### src/rtl/uart_alu_sequencer.sv
// Command sequencer between UART RX, a combinational ALU and UART TX: gathers
// operand 1, operand 2 and opcode bytes, then streams the ALU result back LSB byte first.
module uart_alu_sequencer #(
    parameter int NB_DATA        = 8,
    parameter int NB_OP          = 6,
    parameter int NB_OUT         = 16,
    parameter int TIMEOUT_CYCLES = 500000
) (
    input  logic               i_clk,
    input  logic               i_reset,
    input  logic [NB_DATA-1:0] i_rx_data,
    input  logic               i_rx_done,
    input  logic [NB_OUT-1:0]  i_result,
    input  logic               i_tx_busy,
    input  logic               i_tx_done,
    output logic [NB_DATA-1:0] o_operand1,
    output logic [NB_DATA-1:0] o_operand2,
    output logic [NB_OP-1:0]   o_opcode,
    output logic               o_operand1_ready,
    output logic               o_operand2_ready,
    output logic               o_opcode_ready,
    output logic               o_result_valid,
    output logic               o_tx_start,
    output logic [NB_DATA-1:0] o_tx_data,
    output logic               o_busy,
    output logic               o_timeout_err,
    output logic               o_overrun
);

    localparam int NB_RES_BYTES = (NB_OUT + NB_DATA - 1) / NB_DATA;
    localparam int NB_RES       = NB_RES_BYTES * NB_DATA;
    localparam int NB_IDX       = (NB_RES_BYTES > 1) ? $clog2(NB_RES_BYTES) : 1;
    localparam int NB_TO        = (TIMEOUT_CYCLES > 1) ? $clog2(TIMEOUT_CYCLES) : 1;

    typedef enum logic [2:0] {
        IDLE,
        WAIT_OP2,
        WAIT_OPC,
        EXEC,
        SEND,
        WAIT_TX
    } state_t;

    state_t state, next_state;

    logic [NB_RES_BYTES-1:0][NB_DATA-1:0] result_q;
    logic [NB_IDX-1:0]                    byte_idx;
    logic [NB_TO-1:0]                     to_cnt;
    logic                                 waiting;
    logic                                 timeout_hit;
    logic                                 overrun_hit;
    logic                                 last_byte;

    // NOTE: state is updated with non-blocking assignments so every register
    // samples the same pre-edge values regardless of process ordering.
    always_ff @(posedge i_clk or negedge i_reset) begin
        if (!i_reset) state <= IDLE;
        else          state <= next_state;
    end

    // NOTE: every signal written here gets a default first; a missing default on
    // any path would infer a latch.
    always_comb begin
        next_state  = state;
        o_tx_start  = 1'b0;
        waiting     = (state == WAIT_OP2) || (state == WAIT_OPC);
        // A byte arriving on the expiry cycle wins over the timeout.
        timeout_hit = (TIMEOUT_CYCLES != 0) && waiting && !i_rx_done &&
                      (to_cnt == NB_TO'(TIMEOUT_CYCLES - 1));
        overrun_hit = i_rx_done && ((state == EXEC) || (state == SEND) || (state == WAIT_TX));
        last_byte   = (byte_idx == NB_IDX'(NB_RES_BYTES - 1));
        case (state)
            IDLE:     if (i_rx_done) next_state = WAIT_OP2;
            WAIT_OP2: if (i_rx_done) next_state = WAIT_OPC;
                      else if (timeout_hit) next_state = IDLE;
            WAIT_OPC: if (i_rx_done) next_state = EXEC;
                      else if (timeout_hit) next_state = IDLE;
            EXEC:     next_state = SEND;
            SEND: begin
                if (!i_tx_busy) begin
                    o_tx_start = 1'b1;
                    next_state = WAIT_TX;
                end
            end
            WAIT_TX:  if (i_tx_done) next_state = last_byte ? IDLE : SEND;
            default:  next_state = IDLE;
        endcase
    end

    // The selected byte stays on o_tx_data through WAIT_TX until the index advances.
    assign o_tx_data = result_q[byte_idx];

    // NOTE: the result register is reset as well, so o_tx_data reads zero out of
    // reset instead of stale contents from an aborted transfer.
    always_ff @(posedge i_clk or negedge i_reset) begin
        if (!i_reset) begin
            o_operand1       <= '0;
            o_operand2       <= '0;
            o_opcode         <= '0;
            o_operand1_ready <= 1'b0;
            o_operand2_ready <= 1'b0;
            o_opcode_ready   <= 1'b0;
            o_result_valid   <= 1'b0;
            o_busy           <= 1'b0;
            o_timeout_err    <= 1'b0;
            o_overrun        <= 1'b0;
            result_q         <= '0;
            byte_idx         <= '0;
            to_cnt           <= '0;
        end else begin
            o_result_valid <= 1'b0;
            o_busy         <= (next_state != IDLE);
            o_timeout_err  <= timeout_hit;
            o_overrun      <= overrun_hit;

            if (i_rx_done || !waiting || timeout_hit) to_cnt <= '0;
            else                                      to_cnt <= to_cnt + 1'b1;

            case (state)
                IDLE: begin
                    if (i_rx_done) begin
                        o_operand1       <= i_rx_data;
                        o_operand1_ready <= 1'b1;
                        o_operand2_ready <= 1'b0;
                        o_opcode_ready   <= 1'b0;
                    end
                end
                WAIT_OP2: begin
                    if (i_rx_done) begin
                        o_operand2       <= i_rx_data;
                        o_operand2_ready <= 1'b1;
                    end
                end
                WAIT_OPC: begin
                    if (i_rx_done) begin
                        o_opcode       <= i_rx_data[NB_OP-1:0];
                        o_opcode_ready <= 1'b1;
                    end
                end
                EXEC: begin
                    result_q       <= NB_RES'(i_result);
                    o_result_valid <= 1'b1;
                    byte_idx       <= '0;
                end
                WAIT_TX: begin
                    if (i_tx_done && !last_byte) byte_idx <= byte_idx + 1'b1;
                end
                default: ;
            endcase

            // Leaving a command (completion or timeout) drops all ready flags.
            if ((state != IDLE) && (next_state == IDLE)) begin
                o_operand1_ready <= 1'b0;
                o_operand2_ready <= 1'b0;
                o_opcode_ready   <= 1'b0;
            end
        end
    end

endmodule

### config.mk
export PLATFORM = sky130hd
export DESIGN_NAME = uart_alu_sequencer
export DESIGN_NICKNAME = d
export VERILOG_FILES = /design/src/rtl/uart_alu_sequencer.sv
export SDC_FILE = /design/constraint.sdc
export NUM_CORES = 1
export LEC_CHECK = 0
export CAP_MARGIN = 20
export CORE_MARGIN = 10
export CORE_UTILIZATION = 50
export CTS_CLUSTER_DIAMETER = 200
export CTS_CLUSTER_SIZE = 30
export DETAILED_ROUTE_END_ITERATION = 10
export GPL_TIMING_DRIVEN = 0
export PLACE_DENSITY = 0.88
export SYNTH_ARGS = -nofsm -noshare
export SYNTH_HDL_FRONTEND = slang
export SYNTH_SLANG_ARGS = --single-unit
export TNS_END_PERCENT = 50
### constraint.sdc
create_clock -name i_clk -period 2.2 [get_ports i_clk]
set_input_delay 0.55 -clock i_clk [delete_from_list [all_inputs] [get_ports i_clk]]
set_output_delay 0.55 -clock i_clk [all_outputs]
set_load 0.02 [all_outputs]
==> metrics <==
Mapped Cells=about 230; top cell type's share of synthesized area=0.5736; synthesized net count=roughly 260; Peak VDD IR=0.0009939 V; WL final=between 6000 and 7000 um; Pleak=1.649 nW; Synth top cells by count=68 x dfrtp_1, 46 x mux2_2, 25 x nor2_1, 12 x xor2_1, 7 x nand3_1; slowest CP cell=dfrtp_2; grt met1 use=0.1587; H-tree depth=3; number of enable flip-flop cells after synthesis=0; fraction of registers with async set/reset=1.000; post-layout min period=around 2.2 ns; Final setup viols=0; worst skew pair latency=~0.34 ns; count leader, synth=dfrtp_1; final number of hold-violating endpoints=0; max incr delay on CP=between 0.4 and 0.5 ns; Vias=2038; GRT Util Overall=0.1432; Antenna Cells=0; dpl hpwl=approximately 4700 um; total CTS buffers=9; CP Cell Sequence=buf_6, mux2_2, dlygate4sd2_1; RSZ-0062 raised after global routing=yes; clock tree buffer depth=2; die height=between 90 and 100 um; Max Clk Rate=464.2 MHz; Sw Ratio=0.3543; Area Overhead vs Synth=31.38%; Seq/Total Area, Yosys=0.5736; post-synth cell types=between 40 and 50; Sequential Power Share=0.373; Slew headroom=0.4552; clock network power share=0.177; final worst-path cycle share=0.9791; TritonCTS clock tree=yes; clk sinks=just under 70; Residual DRC=0; die width=between 90 and 100 um; Layout Nets=roughly 340; DRT iter0 DRCs=85; initial core utilization=0.5258; WS Path Type=reg2out; WP data required=between 1.5 and 2 ns; die area=9414 um2; Pins Over Slew Limit=0; Post-DRT Antenna Nets=0; grt ovf=0; routing usage on met3=0.06671; startpoint type of the worst setup path=flop; largest cells by area after synthesis=dfrtp_1 57%, mux2_2 17%, xor2_1 3.5%, nor2_1 3.2%, xnor2_1 1.5%; Int Pwr=around 3.4 mW; Min-Delay Path Class=in2async; GRT busiest layer=met2; I/O pin count=67; Routed wire per std cell=around 17 um; placer congestion estimate=slightly above 0.8; Worst EP arrival=~1.6 ns; CTS Hold Bufs=0; CTS Root Cell=clkbuf_8; Core ar.=roughly 5600 um2; cell accounting for the most synthesized area=dfrtp_1; Synth Warn #=0; drt pass-1 iters=5; Cell Pwr Density=~1300 nW/um2; outcome=finished clean; initial antenna violation count=0; CTS clk-pin slew, worst paths=roughly 0.070 ns; crit path max fanout=7; Final Total Pwr=approximately 5.2 mW; Synth Register Bits=68; # rows=27; Comb power frac=0.450; first-pass GRT wire length=around 11000 um; port buffer count=66; share of cells above drive strength 1=0.2645; Syn Area/Cell=12.95 um2; crit end category=output pin; Final Skew=0.006677 ns; worst slack at placement=-0.3213 ns; via/cell ratio=around 5.3; vias in the first global route=between 2000 and 2500; max-cap check violation count=0; Final WS setup=around 0.046 ns; largest net degree at the start of global routing=69; met2 usage=0.2357; Switch Pwr=between 1.5 and 2 mW; Post-Syn Area=between 2000 and 3000 um2; Worst Tran Pin Value=between 0.8 and 0.9 ns; Top FF cell, synth=dfrtp_1
==> sequential cells by signal, indices dropped and copies added (netlist names), 3 cells and up <==
name,count
to_cnt,19
result_q,16
o_operand1,8
o_operand2,8
o_opcode,6
state,3
==> through the flow <==
stage	setup TNS (ns)	instance area (um2)	std cells	utilization	hold slack [ns]
after floorplan	0	2967	229	-	0.2544
after global placement	-114.55	3717	367	0.6589	0.4685
after detailed placement	-7.116	3715	367	0.6585	0.4726
after CTS	0	3886	382	0.6888	0.3330
after global routing	-0.007687	3897	382	0.6908	0.3719
final	0	3897	382	0.6908	0.3155
==> worst max-delay path, delay by kind of cell, from the launching register on <==
kind | cells | cell delay (ns)
buffers and inverters | 2 | 0.47
flip-flops | 1 | 0.47
multiplexers | 1 | 0.32
==> per-layer routing <==
metal	part of all wire	wire, um
met3	0.079	524
met5	0	0
met2	0.49	3224
met1	0.42	2777
met4	0.014	93
==> layout make-up <==
class	instances	area, um2
Buffer	7	37.54
Clock buffer	11	151.4
Clock inverter	4	25.02
Fill cell	406	1744
Inverter	5	18.77
Multi-Input combinational cell	148	1216
Sequential cell	68	1703
Tap cell	72	90.09
Timing Repair Buffer	67	655.6
==> logic make-up (layout without fill, tap and decap cells) <==
kind of cell	after synthesis	after routing	synth area share
AOI/OAI and AO/OA	13	13	0.03079
xor gates and xnor gates	17	17	0.05019
adders and majority gates	1	1	0.004217
buffers and inverters	13	94	0.02025
DFF	68	68	0.5736
muxes	48	48	0.1814
and+or+nand+nor	69	69	0.1396
==> power groups by stage <==
stage	Clock, mW	Combinational (mW)	Sequential (mW)
after floorplan	0	1.09	2.22
after global placement	0	2.37	1.91
after detailed placement	0	2.42	1.94
after CTS	0.941	2.36	1.94
after global routing	0.990	2.51	1.99
final	0.917	2.34	1.94
==> layout by cell type, fill, tap and decap left out, types with 6 or more instances in the layout <==
master	Yosys	final
clkbuf_8	0	11
buf_2	6	6
nand4_1	6	6
clkdlybuf4s50_1	0	56
dfrtp_1	68	67
nand3_1	7	7
mux2_2	46	46
xor2_1	12	12
dlygate4sd2_1	0	7
nor2_1	25	25
==> final timing paths <==
check | slack, ns | endpoint | startpoint | cells past startpoint
worst min-delay path | 0.32 | to_cnt[10]$_DFF_PN0_ | i_reset | 1
worst max register to register | 0.22 | o_operand2_ready$_DFFE_PN0P_ | to_cnt[0]$_DFF_PN0_ | 6
min in group i_clk | 0.48 | to_cnt[0]$_DFF_PN0_ | to_cnt[0]$_DFF_PN0_ | 1
worst min register to register | 0.48 | to_cnt[0]$_DFF_PN0_ | to_cnt[0]$_DFF_PN0_ | 1
worst max-delay path | 0.05 | o_tx_data[7] | byte_idx$_DFFE_PN0P_ | 3
max in group asynchronous | 1.32 | byte_idx$_DFFE_PN0P_ | i_reset | 1
==> timing repair <==
item / CTS / global route
endpoints found under the setup margin: 9 / 15
buffers inserted: 1 / 0
pin swaps: 0 / 0
resized for setup: 13 / 6
Note: power is estimated with default switching activity, not from simulation.
